[src/rtl/red_pitaya_ams_mon.sv]
// red_pitaya_ams_mon: demuxes XADC sequencer samples into user channels, block-averages them,
// raises sticky threshold alarms and exposes it all on the system bus. RED_PITAYA_AMS_MINMAX_EN adds min/max.
module red_pitaya_ams_mon #(
    parameter int NCH      = 4,
    parameter int DW       = 12,
    parameter int CH_AW    = 5,
    parameter int AVG_LOG2 = 2,
    parameter logic [NCH*CH_AW-1:0] CH_MAP = {5'd25, 5'd17, 5'd16, 5'd24}
) (
    input  logic              clk_i,
    input  logic              rstn_i,
    input  logic              smp_vld_i,
    input  logic [CH_AW-1:0]  smp_ch_i,
    input  logic [DW-1:0]     smp_dat_i,
    output logic [NCH*DW-1:0] avg_o,
    output logic [NCH-1:0]    strobe_o,
    output logic [NCH-1:0]    alarm_o,
    input  logic [31:0]       sys_addr_i,
    input  logic [31:0]       sys_wdata_i,
    input  logic [3:0]        sys_sel_i,
    input  logic              sys_wen_i,
    input  logic              sys_ren_i,
    output logic [31:0]       sys_rdata_o,
    output logic              sys_err_o,
    output logic              sys_ack_o
);
    localparam int AW = DW + AVG_LOG2;
    localparam int CW = (AVG_LOG2 > 0) ? AVG_LOG2 : 1;
    localparam logic [CW-1:0] CNT_LAST = CW'((1 << AVG_LOG2) - 1);

    logic                    en_q;
    logic [NCH-1:0][DW-1:0]  last_q, avg_q, thr_q;
    logic [NCH-1:0][AW-1:0]  acc_q;
    logic [NCH-1:0][CW-1:0]  cnt_q;
    logic [NCH-1:0]          alarm_q, strobe_q;
    logic [31:0]             smp_cnt_q;
    logic                    ack_q;
    logic [31:0]             rdata_q, rdata_d;

    logic [19:0]             addr;
    logic [5:0]              idx;
    logic                    wr_ctrl, wr_alarm, wr_thr, clr;
    logic [NCH-1:0]          hit, blk_end, alarm_set, w1c;
    logic [NCH-1:0][AW-1:0]  sum;
    logic [NCH-1:0][DW-1:0]  avg_new;
    logic [DW-1:0]           sel_last, sel_avg, sel_thr, sel_min, sel_max;
    logic                    unused;

    assign addr     = sys_addr_i[19:0];
    assign idx      = sys_addr_i[7:2];
    assign wr_ctrl  = sys_wen_i && (addr == 20'h0);
    assign wr_alarm = sys_wen_i && (addr == 20'h4);
    assign wr_thr   = sys_wen_i && (addr[19:8] == 12'h003);
    assign clr      = wr_ctrl && sys_wdata_i[1];
    assign w1c      = wr_alarm ? sys_wdata_i[NCH-1:0] : '0;
    assign unused   = ^{sys_sel_i, sys_addr_i, sys_wdata_i};

    // A clear in the same cycle as a sample discards the sample entirely.
    always_comb begin
        for (int k = 0; k < NCH; k++) begin
            hit[k]       = smp_vld_i && en_q && !clr && (smp_ch_i == CH_MAP[k*CH_AW +: CH_AW]);
            sum[k]       = acc_q[k] + AW'(smp_dat_i);
            avg_new[k]   = DW'(sum[k] >> AVG_LOG2);
            blk_end[k]   = hit[k] && (cnt_q[k] == CNT_LAST);
            alarm_set[k] = blk_end[k] && (avg_new[k] > thr_q[k]);
        end
    end

    always_ff @(posedge clk_i or negedge rstn_i) begin
        if (!rstn_i) begin
            en_q      <= 1'b1;
            last_q    <= '0;
            avg_q     <= '0;
            thr_q     <= '1;
            acc_q     <= '0;
            cnt_q     <= '0;
            alarm_q   <= '0;
            strobe_q  <= '0;
            smp_cnt_q <= '0;
            ack_q     <= 1'b0;
            rdata_q   <= '0;
        end else begin
            strobe_q <= blk_end;
            alarm_q  <= (alarm_q & ~w1c) | alarm_set;
            ack_q    <= sys_wen_i | sys_ren_i;
            rdata_q  <= sys_ren_i ? rdata_d : '0;
            if (wr_ctrl) en_q <= sys_wdata_i[0];
            if (|hit) smp_cnt_q <= smp_cnt_q + 32'd1;
            for (int k = 0; k < NCH; k++) begin
                if (wr_thr && (idx == 6'(k))) thr_q[k] <= sys_wdata_i[DW-1:0];
                if (clr) begin
                    acc_q[k] <= '0;
                    cnt_q[k] <= '0;
                end else if (hit[k]) begin
                    last_q[k] <= smp_dat_i;
                    if (blk_end[k]) begin
                        avg_q[k] <= avg_new[k];
                        acc_q[k] <= '0;
                        cnt_q[k] <= '0;
                    end else begin
                        acc_q[k] <= sum[k];
                        cnt_q[k] <= cnt_q[k] + CW'(1);
                    end
                end
            end
        end
    end

`ifdef RED_PITAYA_AMS_MINMAX_EN
    logic [NCH-1:0][DW-1:0] min_q, max_q;
    logic                   mmclr;

    assign mmclr = wr_ctrl && sys_wdata_i[2];

    always_ff @(posedge clk_i or negedge rstn_i) begin
        if (!rstn_i) begin
            min_q <= '1;
            max_q <= '0;
        end else if (mmclr) begin
            min_q <= '1;
            max_q <= '0;
        end else begin
            for (int k = 0; k < NCH; k++) begin
                if (hit[k] && (smp_dat_i < min_q[k])) min_q[k] <= smp_dat_i;
                if (hit[k] && (smp_dat_i > max_q[k])) max_q[k] <= smp_dat_i;
            end
        end
    end
`endif

    always_comb begin
        sel_last = '0;
        sel_avg  = '0;
        sel_thr  = '0;
        sel_min  = '0;
        sel_max  = '0;
        for (int k = 0; k < NCH; k++) begin
            if (idx == 6'(k)) begin
                sel_last = last_q[k];
                sel_avg  = avg_q[k];
                sel_thr  = thr_q[k];
`ifdef RED_PITAYA_AMS_MINMAX_EN
                sel_min  = min_q[k];
                sel_max  = max_q[k];
`endif
            end
        end
        rdata_d = '0;
        case (addr[19:8])
            12'h000: begin
                case (addr[7:0])
                    8'h00:   rdata_d = {31'b0, en_q};
                    8'h04:   rdata_d = 32'(alarm_q);
                    8'h08:   rdata_d = smp_cnt_q;
                    default: rdata_d = '0;
                endcase
            end
            12'h001: rdata_d = 32'(sel_last);
            12'h002: rdata_d = 32'(sel_avg);
            12'h003: rdata_d = 32'(sel_thr);
            12'h004: rdata_d = 32'(sel_min);
            12'h005: rdata_d = 32'(sel_max);
            default: rdata_d = '0;
        endcase
    end

    assign avg_o       = avg_q;
    assign strobe_o    = strobe_q;
    assign alarm_o     = alarm_q;
    assign sys_rdata_o = rdata_q;
    assign sys_ack_o   = ack_q;
    assign sys_err_o   = 1'b0;
endmodule

[config.mk]
export PLATFORM = sky130hd
export DESIGN_NAME = red_pitaya_ams_mon
export DESIGN_NICKNAME = d
export VERILOG_FILES = /design/src/rtl/red_pitaya_ams_mon.sv
export SDC_FILE = /design/constraint.sdc
export NUM_CORES = 1
export LEC_CHECK = 0
export ABC_AREA = 0
export BUFFER_PORTS_ARGS = -buffer_cell sky130_fd_sc_hd__clkbuf_2
export CORE_ASPECT_RATIO = 1.5
export CORE_MARGIN = 1.5
export CORE_UTILIZATION = 30
export DETAILED_ROUTE_END_ITERATION = 10
export GPL_TIMING_DRIVEN = 0
export SLEW_MARGIN = 20
export SYNTH_ARGS = -nofsm -noshare
export SYNTH_HDL_FRONTEND = slang
export SYNTH_SLANG_ARGS = --single-unit
[constraint.sdc]
create_clock -name clk_i -period 4.3 [get_ports clk_i]
set_clock_uncertainty 0.15 [all_clocks]
set_input_delay 0.215 -clock clk_i [delete_from_list [all_inputs] [get_ports clk_i]]
set_output_delay 0.215 -clock clk_i [all_outputs]
set_load 0.005 [all_outputs]
==> results of run 1 <==
## routing by layer
layer	GRT usage (%)	wire length, µm	up-vias
li1	-	-	5827
met1	24.0	21500	6372
met2	34.5	26900	486
met3	2.82	2880	160
met4	14.0	4200	4
met5	0	17	-
## where the power goes
group / leakage [µW] / switching (µW) / internal [µW]
registers: 0.00374 / 0.187 / 2650
clock network: 0.000470 / 1170 / 1470
logic: 0.00498 / 267 / 107
## Yosys cell counts, drive strengths merged, types with 4 or more instances
| cell | count |
|---|---|
| dfrtp | 233 |
| nand2 | 141 |
| o21ai | 123 |
| ha | 101 |
| mux2 | 86 |
| inv | 80 |
| nor2 | 79 |
| a21oi | 75 |
| dfstp | 49 |
| xnor2 | 39 |
| a22o | 36 |
| buf | 33 |
| and3 | 32 |
| xor2 | 32 |
| nand3 | 30 |
| nand4 | 30 |
| nor3 | 25 |
| a21o | 24 |
| a22oi | 24 |
| nor2b | 24 |
| clkbuf | 23 |
| a31oi | 18 |
| o211ai | 15 |
| a211oi | 13 |
| o22ai | 13 |
| mux4 | 12 |
| mux2i | 10 |
| o21a | 10 |
| a2111oi | 8 |
| nand2b | 8 |
| o31ai | 7 |
| or3 | 7 |
| nor4 | 6 |
| or2 | 6 |
| o2111ai | 5 |
| o211a | 5 |
| fa | 4 |
| nor3b | 4 |
## worst min-delay path, cell delays in order
cell and delay, ns:
clkbuf_2 0.17, nand2_1 0.11, nor3_1 0.09, nand3_1 0.09, nand2_1 0.04
## layout make-up
cell class	count	share of cell area, %
Multi-Input combinational cell	1079	43.3
Sequential cell	282	38.4
Timing Repair Buffer	162	5.28
Tap cell	676	4.57
Clock buffer	38	4.43
Inverter	80	1.62
Buffer	56	1.51
Clock inverter	14	0.831
Antenna cell	2	0.0270
## state kept, by name, indices dropped and copies added (netlist names), 4 cells and up
| signal | count |
|---|---|
| last_q | 48 |
| thr_q | 48 |
| smp_cnt_q | 32 |
| sys_rdata_o | 32 |
| avg_o | 48 |
| strobe_o | 4 |
| acc_q | 56 |
| alarm_o | 4 |
| cnt_q | 8 |
## cell families after synthesis
logic type,count (synthesis)
AOI/OAI and AO/OA,393
xor gates and xnor gates,71
adders and majority gates,105
buffers and inverters,136
DFF,282
muxes,108
other,1
and+or+nand+nor,401
## metrics by stage
step | utilization (%) | std cells
2_1_floorplan | - | 1497
3_3_place_gp | 33.4 | 2314
3_5_place_dp | 33.6 | 2317
4_1_cts | 35.8 | 2387
5_1_grt | 35.8 | 2388
6_report | 35.8 | 2389
## cells in the final DEF, fill, tap and decap left out, types with 24 or more instances in the layout
| master | instances |
|---|---|
| mux2_2 | 80 |
| a22oi_1 | 24 |
| and3_1 | 32 |
| clkbuf_2 | 140 |
| dfrtp_1 | 233 |
| o21ai_0 | 119 |
| xnor2_1 | 39 |
| a21o_1 | 24 |
| a22o_1 | 36 |
| nand3_1 | 28 |
| xor2_1 | 32 |
| nor2b_1 | 24 |
| nor2_1 | 73 |
| dfstp_2 | 49 |
| clkbuf_1 | 27 |
| clkbuf_16 | 30 |
| a21oi_1 | 74 |
| ha_1 | 101 |
| nand2_1 | 139 |
| inv_1 | 77 |
| nand4_1 | 26 |
## how the worst max path moves through the flow
stage	from	to	slack (ns)
finish	acc_q[6]	alarm_o[0]	0.45
global route	acc_q[6]	alarm_o[0]	0.14
CTS	acc_q[6]	alarm_o[0]	0.46
detailed placement	smp_dat_i[1]	alarm_o[0]	0.05
global placement	rstn_i	strobe_o[0]	-3.13
floorplan	acc_q[42]	alarm_o[3]	1.05
==> impl_results.md, run 1 <==
- FILL cells: 5,171
- Routed vias/inst: 5.38
- Dpl cell area: 0.0174 mm²
- Post-route cell area: 0.0185 mm²
- Crit-path leading delay family: compound AO/OA/AOI/OAI gates
- First-pass GRT wire length: just over 80,000 µm
- Max Cap Violations: 0
- Pwr Total: 5670 µW
- YS warnings: 0
- P per Cell Area: 306 mW/mm²
- Area of the multi-input gates: ~0.008 mm²
- Worst Setup Start Kind: flop
- Reg2reg start: acc_q[6]
- Post-Synth Simple-Gate Area: ~14%
- Die Ht: 283 µm
- Drt drc: 0
- Worst Setup End Kind: flop
- CP peak stage delay: between 0.5 and 0.6 ns
- Max VDD drop: about 0.00026 V
- Final setup fails: 0
- H-tree depth: 1
- Arrival @ worst endpoint: 4.13 ns
- WL final: 55,400 µm
- Tcrit/Tclk final: 89.5%
- R2R depth: 12
- Synthesis-to-finish area growth: 17.8%
- Hold Violations, Final: 0
- Root buf cell: clkbuf_16
- XOR/XNOR Fraction of Synth Area: 3.96%
- Hold endpoint: cnt_q[7]
- Seq/Total Area, Yosys: a little under half
- Clock Path Buffers: 3
- Mux share of post-synthesis cell area: 8.61%
- Setup WS post-layout: about 0.45 ns
- Count of pins over their slew limit: 0
- Worst hold stages: 5
- Largest family of logic cells by synthesized area: compound AO/OA/AOI/OAI gates
- CTS tree: built
- Die Footprint: 0.0538 mm²
- Synth Area per Inst: between 10 and 15 µm²
- Largest net degree at the start of global routing: 89
- Top Ports: 180
- Critical path class: flop to flop
- Sink Count: 282
- Final min period: slightly below 4 ns
- Register Area: a little over 0.007 mm²
- Clk_lat worst skew: 0.59 ns
- Final hold slack: 0.0251 ns
- GRT Overall Usage: between 20% and 30%
- Routed length per placed instance: 23.2 µm
- Commonest register cell after synthesis: dfrtp_1
- Core box area: approximately 0.052 mm²
- Rows: 102
- Worst Path Max Fanout: 5
- Vias in the first global route: 12,895
- Crit path buffers/inverters: 0
- Layout cells sized above 1: 23.8%
- Cell with the largest stage delay on the worst path: xor2_1
- # port buffers: 141
- Synth area leaders: dfrtp_1 (37%), dfstp_2 (8.2%), ha_1 (8.0%)
- Post-Syn Nets: approximately 1,700
- Die Span X: 190 µm
- Share of the synthesized area in the top cell type: 37.1%
- FFs w/ async S/R, synth: 100%
- Post-cts sizing count: 0
- Critical Path RT: 4.58 ns
- Slew @ Worst Pin: 1.03 ns
- Clock-pin slew on the worst setup and hold paths: 0.07 ns
- Via Count: 12,849
- Initial antenna violation count: 4
- Router iterations before antenna repair: 5
- Synth unique cells: 78
- CP Depth: 12
- FF-to-FF End: alarm_o[0]
- FF+latch count, synth: 282
- Worst Hold Class: input port to flop
- Number of synthesized flops with an enable pin: 0
- GP Congestion: 0.955
- Num CTS Buffers: 28
- HP Start: smp_ch_i[0]
- Nets: 1,884
- P_leak: slightly above 0.009 µW
- Post-synthesis cell area: about 0.016 mm²
- Fin Setup TNS: 0 ns
- RSZ-0062 raised after global routing: false
- Adder-Cell Fraction of Synth Area: under 10%
- Status: finished clean
- Worst slack at placement: approximately 0.051 ns
- Highest clock rate: 0.260 GHz
- Cells after synthesis: 1,497
- Detail Route Antenna Nets: 0
- Reg2reg setup slack: 0.45 ns
- Grt ovf: 0
- Compound-Gate Fraction of Synth Area: 16.4%
- Initial Utilization: a little under a third
- Worst-path cell chain: ha_1 > a2111oi_0 > o21ai_0 > nand3_1 > nand2_1 > xor2_1 > ha_1 > nand4_1 > or2_2 > a21oi_1 > a2111oi_0 > o31ai_1
- Final HPWL DP: 43,000 µm
- Slew Limit Headroom: 31.6%
- Post-CTS setup buffer count: 0
- Area leader, netlist: dfrtp_1
- Iter 0 DRT Violations: between 700 and 800
- Hold buffers post-CTS: 18
(Power assumes the default switching activity.)
==> run 2: changes to the inputs <==
Settings changed: GPL_TIMING_DRIVEN 0 to not set, HOLD_SLACK_MARGIN set to 0.03.
==> run 2 against run 1 <==
Sequential power about the same. Total power rose by 3.7%. Via count shrank 2.5%. Fmax increased by 0.82%. Register-to-register slack improved by 0.03 ns. Combinational power fell by 1%. Sequential cell count stayed put. Hold slack better by 0.0093 ns. First-iteration DRC count up 5.8%. Setup slack gained 0.031 ns. Clock power rose by 8.3%. Die area unchanged. Largest power group is now clock.
==> impl_results.md, run 2 (synthesis gave the netlist of run 1 again) <==
- Grt ovf: 0 (unchanged)
- Layout cells sized above 1: 24.2% (+0.38 points)
- First-pass GRT wire length: 79,800 µm (-2.4%)
- Via Count: 12,527 (-2.5%)
- Nets: 1,860 (-1.3%)
- GRT Overall Usage: 19.7% (-0.76 points)
- Worst setup endpoint: alarm_o[3]
- Layout Cells excl Fill: 2,365 (-1.0%)
- Top Ports: 180 (unchanged)
- Dpl cells: 2,286 (-1.3%)
- Final min period: 3.82 ns (-0.0314 ns)
- Post-CTS setup buffer count: 0 (unchanged)
- Most flops, register: acc_q
- Routed vias/inst: 5.30 (-1.5%)
- # port buffers: 142 (+0.71%)
- Max FFs per register: 56 (unchanged)
- P_leak: 0.00921 µW (+0.22%)
- Max VDD drop: 0.000242 V (-5.4%)
- Root buf cell: clkbuf_16
- FF-to-FF End: alarm_o[3]
- Iter 0 DRT Violations: 766 (+5.8%)
- Final setup fails: 0 (unchanged)
- Crit path from: acc_q[42]
- Initial antenna violation count: 1 (-3)
- Detail Route Antenna Nets: 0 (unchanged)
- Routed length per placed instance: 22.3 µm (-3.9%)
- Status: finished clean
- Vias in the first global route: 12,927 (+0.25%)
- Critical Path RT: 4.61 ns (+0.03 ns)
- Area of the multi-input gates: 0.00803 mm² (+0.14%)
- GP Congestion: 0.941 (-1.5%)
- Final hold slack: 0.0344 ns (+0.00933 ns)
- Initial Utilization: 30.4% (unchanged)
- Worst Hold Class: input port to flop
- Most common cell after layout, fill and taps aside: dfrtp_1
- Post-route cell area: 0.0186 mm² (+0.19%)
- Critical path class: flop to flop
- Largest net degree at the start of global routing: 106 (+19%)
- Drt drc: 0 (unchanged)
- Die Ht: 283 µm (unchanged)
- CTS tree: built
- Die Footprint: 0.0538 mm² (unchanged)
- Rows: 102 (unchanged)
- Register Area: 0.00712 mm² (unchanged)
- Core box area: 0.0517 mm² (unchanged)
- Sink Count: 282 (unchanged)
- R2R depth: 13 (+1)
- Dpl cell area: 0.0172 mm² (-0.69%)
- Most frequent cells in the layout: dfrtp_1 (233), clkbuf_2 (141), nand2_1 (139), o21ai_0 (119), ha_1 (101)
- P per Cell Area: 317 mW/mm² (+3.6%)
- Router iterations before antenna repair: 5 (unchanged)
- Slew Limit Headroom: 29.8% (-1.9 points)
- Count of pins over their slew limit: 0 (unchanged)
- Clock-pin slew on the worst setup and hold paths: 0.07 ns (about the same)
- Reg2reg setup slack: 0.48 ns (+0.03 ns)
- Die Span X: 190 µm (unchanged)
- Fin Setup TNS: 0 ns (unchanged)
- Num CTS Buffers: 29 (+3.6%)
- WL final: 52,700 µm (-4.9%)
- Reg2reg start: acc_q[42]
- Hold Violations, Final: 0 (unchanged)
- Clock Path Buffers: 3 (unchanged)
- Worst Setup End Kind: flop
- Worst Path Max Fanout: 3 (-2)
- Max Cap Violations: 0 (unchanged)
- RSZ-0062 raised after global routing: false
- FILL cells: 5,160 (-0.21%)
- Worst Setup Start Kind: flop
- Final HPWL DP: 41,200 µm (-4.1%)
- Clk_lat worst skew: 0.59 ns (about the same)
- Highest clock rate: 0.262 GHz (+0.82%)
- Arrival @ worst endpoint: 4.13 ns (about the same)
- Tcrit/Tclk final: 88.8% (-0.73 points)
- H-tree depth: 1 (unchanged)
- Synthesis-to-finish area growth: 18.0%
- Slew @ Worst Pin: 1.05 ns (+0.0266 ns)
- Core Util, Final: 35.9% (+0.068 points)
==> run 2: changes by cell type in the layout (fill, tap and decap cells not counted), moves of 4 or more <==
cell / previous run / this run
clkinv_2: 2 / 6
buf_2: 20 / 0
buf_4: 10 / 25
clkbuf_1: 27 / 1
bufinv_16: 2 / 7
dlygate4sd3_1: 18 / 24
==> run 2: critical path: stages (launching register included) <==
cell,delay (ns)
dfrtp_1,0.38
ha_1,0.22
fa_1,0.43
a211oi_1,0.32
o31ai_2,0.14
o2111ai_1,0.31
a31oi_1,0.20
xor2_1,0.34
ha_1,0.31
and3_1,0.18
nand4_1,0.12
a21oi_1,0.05
a2111oi_0,0.40
o31ai_1,0.14
==> run 2: how the worst min path moves through the flow <==
stage	cells past startpoint	endpoint	startpoint	slack, ns
CTS	2	last_q[43]	smp_dat_i[7]	0.03
global placement	1	acc_q[29]	rstn_i	0.15
floorplan	0	acc_q[0]	rstn_i	-0.23
global route	2	last_q[16]	smp_dat_i[4]	0.05
detailed placement	1	avg_o[24]	rstn_i	0.17
finish	2	last_q[36]	smp_dat_i[0]	0.03
==> run 2: metrics by stage <==
step | total power [µW] | setup slack, ns
after floorplan | 2850 | 1.05
after global placement | 3050 | 0.462
after detailed placement | 3060 | 0.328
after CTS | 5940 | 0.512
after global routing | 6060 | 0.0173
final | 5880 | 0.482
==> run 2: per-layer routing <==
metal / global-route usage [%] / wire length [µm]
met1: 22.7 / 20200
met4: 14.8 / 4480
met3: 2.79 / 2880
met2: 33.0 / 25200
met5: 0 / 12
==> run 2: timing repair <==
| action | CTS | global route |
|---|---|---|
| hold buffers | 24 | 0 |
| endpoints found under the hold margin | 164 | 0 |
| resized for setup | 0 | 0 |
==> run 2: power breakdown <==
group	total (µW)	switching, µW	internal, µW
combinational	370	260	110
sequential	2660	0.224	2660
clock	2860	1160	1700
total	5880	1420	4460
==> run 2: layout make-up <==
class	count	share of cell area, %
multi-input cells	1079	43.3
flip-flops and latches	282	38.4
repair buffers	193	6.40
well taps	676	4.56
clock buffers	32	4.08
clock inverters	22	1.69
inverters	80	1.62
diodes	1	0.0135
==> run 3: changes to the inputs <==
Settings changed: GPL_ROUTABILITY_DRIVEN set to 0.
Clock period 4.3 ns to 4 ns, I/O delays scaled along.
==> run 3 against run 2 <==
First-iteration DRC count grew 9.9%. Total power rose by 1.4%. Design area is the same. Routed wire length shrank 0.23%. Clock-buffer cell count increased by 7. Combinational power grew 11%. Die area stayed put. Cell count rose by 0.72%. Clock power decreased by 6%. Register-to-register slack worse by 0.19 ns. Via count up 0.99%. Largest cell class unchanged.
==> impl_results.md, run 3 (synthesis gave the netlist of run 1 again) <==
- Status: finished clean
- Iter 0 DRT Violations: 842 (+9.9%)
- Initial antenna violation count: 3 (+2)
- Vias in the first global route: 12,884 (-0.33%)
- Final min period: 3.71 ns (-0.108 ns)
- # port buffers: 142 (unchanged)
- Clock-pin slew on the worst setup and hold paths: 0.07 ns (about the same)
- Core Util, Final: 35.9% (unchanged)
- Max FFs per register: 56 (unchanged)
- FILL cells: 5,162 (+0.039%)
- WL final: 52,600 µm (-0.23%)
- Routed vias/inst: 5.31 (+0.27%)
- Crit path buffers/inverters: 0 (unchanged)
- H-tree depth: 1 (unchanged)
- Crit-path leading delay family: compound AO/OA/AOI/OAI gates
- Slew @ Worst Pin: 0.923 ns (-0.129 ns)
- Die Ht: 283 µm (unchanged)
- Detail Route Antenna Nets: 0 (unchanged)
- Routed length per placed instance: 22.1 µm (-0.95%)
- Comb power frac: 6.9% (+0.6 points)
- Sink Count: 282 (unchanged)
- CTS tree: built
- Fin Setup TNS: 0 ns (unchanged)
- Clock Path Buffers: 3 (unchanged)
- First-pass GRT wire length: 79,400 µm (-0.56%)
- Largest net degree at the start of global routing: 107 (+0.94%)
- Root buf cell: clkbuf_16
- Arrival @ worst endpoint: 4.01 ns (-0.12 ns)
- GRT Overall Usage: 19.6% (-0.090 points)
- Clk pwr share: 45.3% (-3.3 points)
- Critical path's most frequent cell: ha_1
- Net switching fraction of the power: 24.4% (+0.23 points)
- Crit path from: acc_q[42]
- P_leak: 0.00925 µW (+0.38%)
- Final setup fails: 0 (unchanged)
- Most common cell after layout, fill and taps aside: dfrtp_1
- Num CTS Buffers: 28 (-3.4%)
- Router iterations before antenna repair: 5 (unchanged)
- Tcrit/Tclk final: 92.8% (+4.0 points)
- Grt ovf: 0 (unchanged)
- Nets: 1,877 (+0.91%)
- Max Cap Violations: 0 (unchanged)
- Most flops, register: acc_q
- CP Depth: 13 (unchanged)
- Max VDD drop: 0.000230 V (-5.1%)
- Worst Path Max Fanout: 3 (unchanged)
- Post-CTS setup buffer count: 0 (unchanged)
- P per Cell Area: 322 mW/mm² (+1.4%)
- R2R depth: 13 (unchanged)
- Hold Violations, Final: 0 (unchanged)
- Worst setup endpoint: alarm_o[3]
- Drt drc: 0 (unchanged)
- Highest clock rate: 0.269 GHz (+2.9%)
- Top Ports: 180 (unchanged)
- FF-to-FF End: alarm_o[3]
- Sequential share of power: 47.8% (+2.7 points)
- Die Footprint: 0.0538 mm² (unchanged)
- Most frequent cells in the layout: dfrtp_1 (233), clkbuf_2 (141), nand2_1 (139), o21ai_0 (118), ha_1 (101)
- Initial Utilization: 30.4% (unchanged)
- HP Start: smp_dat_i[0]
- Critical Path RT: 4.30 ns (-0.31 ns)
- Rows: 102 (unchanged)
- Worst-path cell chain: ha_1 > fa_1 > a211oi_1 > o31ai_2 > o2111ai_1 > a31oi_1 > xor2_1 > ha_1 > and3_1 > nand4_1 > a21oi_1 > a2111oi_0 > o31ai_1
- Slew Limit Headroom: 38.4% (+8.7 points)
- Synthesis-to-finish area growth: 18.0% (unchanged)
- RSZ-0062 raised after global routing: false
- Final HPWL DP: 41,000 µm (-0.52%)
- CP peak stage delay: 0.43 ns (about the same)
- Layout cells sized above 1: 24.6% (+0.48 points)
- Core box area: 0.0517 mm² (unchanged)
- Worst Setup End Kind: flop
- Pint: 4510 µW (+1.1%)
- P_sw: 1450 µW (+2.4%)
- Worst Setup Start Kind: flop
- Worst Hold Class: input port to flop
- Die Span X: 190 µm (unchanged)
- Count of pins over their slew limit: 0 (unchanged)
- Clk_lat worst skew: 0.57 ns (-0.02 ns)
- Critical path class: flop to flop
- Reg2reg setup slack: 0.29 ns (-0.19 ns)
- Cell with the largest stage delay on the worst path: fa_1
- Via Count: 12,651 (+0.99%)
- Reg2reg start: acc_q[42]
[run 3: cell count changes in the layout (fill, tap and decap cells not counted), sizes merged]
cell      delta
clkbuf       +7
bufinv       -5
clkinv       +2
clkinvlp     -4
inv          -2
diode        +1
buf         +18
[run 3: cell type report]
| class | count | area, µm² | share of cell area (%) |
|---|---|---|---|
| multi-input combinational | 1079 | 8040 | 43.3 |
| sequential | 282 | 7120 | 38.4 |
| timing repair buffer | 211 | 1320 | 7.13 |
| tap | 676 | 846 | 4.56 |
| clock buffer | 39 | 802 | 4.32 |
| inverter | 80 | 300 | 1.62 |
| clock inverter | 13 | 129 | 0.694 |
| antenna | 2 | 5.00 | 0.0270 |
[run 3: timing repair]
item                       in CTS  in global routing
resized for setup               0                  2
hold buffers                   24                  0
hold endpoints to repair      156                  0
setup endpoints to repair       0                  2
[run 3: power groups by stage]
stage | Sequential [µW] | Clock [µW] | Combinational (µW)
2_1_floorplan | 2910 | 0 | 158
3_3_place_gp | 2910 | 0 | 382
3_5_place_dp | 2910 | 0 | 390
4_1_cts | 2850 | 2760 | 411
5_1_grt | 2850 | 2870 | 445
6_report | 2850 | 2700 | 410
[run 3: how the worst min path moves through the flow]
stage	to	slack, ns	cells past startpoint
after floorplan	acc_q[0]	-0.25	0
after global placement	avg_o[30]	0.17	1
after detailed placement	avg_o[30]	0.19	1
after CTS	cnt_q[7]	0.04	5
after global routing	last_q[45]	0.06	2
final	acc_q[28]	0.07	3
[run 3: per-stage QoR]
| step | std cells | worst slack, ns | hold slack, ns | power, µW | instance area (µm²) |
|---|---|---|---|---|---|
| finish | 2382 | 0.289 | 0.0652 | 5970 | 18600 |
| global route | 2380 | 0.0401 | 0.0575 | 6170 | 18600 |
| CTS | 2380 | 0.227 | 0.0450 | 6020 | 18600 |
| detailed placement | 2304 | 0.195 | 0.187 | 3300 | 17400 |
| global placement | 2304 | 0.276 | 0.174 | 3290 | 17400 |
| floorplan | 1497 | 0.753 | -0.246 | 3060 | 15700 |
[run 3: routing by layer]
layer  GRT usage [%]  wire length, µm  vias up
met4            14.0             4210        4
met2            32.8            25300      487
met3            2.78             2910      142
met5               0               21        -
li1                -                -     5789
met1            22.9            20200     6229
[run 3: worst reg2reg max path, cell delays in order, from the launching register on]
cell and delay, ns:
dfrtp_1 0.38, ha_1 0.22, fa_1 0.43, a211oi_1 0.31, o31ai_2 0.14, o2111ai_1 0.31, a31oi_1 0.21, xor2_1 0.28
ha_1 0.29, and3_1 0.19, nand4_1 0.13, a21oi_1 0.06, a2111oi_0 0.36, o31ai_1 0.13
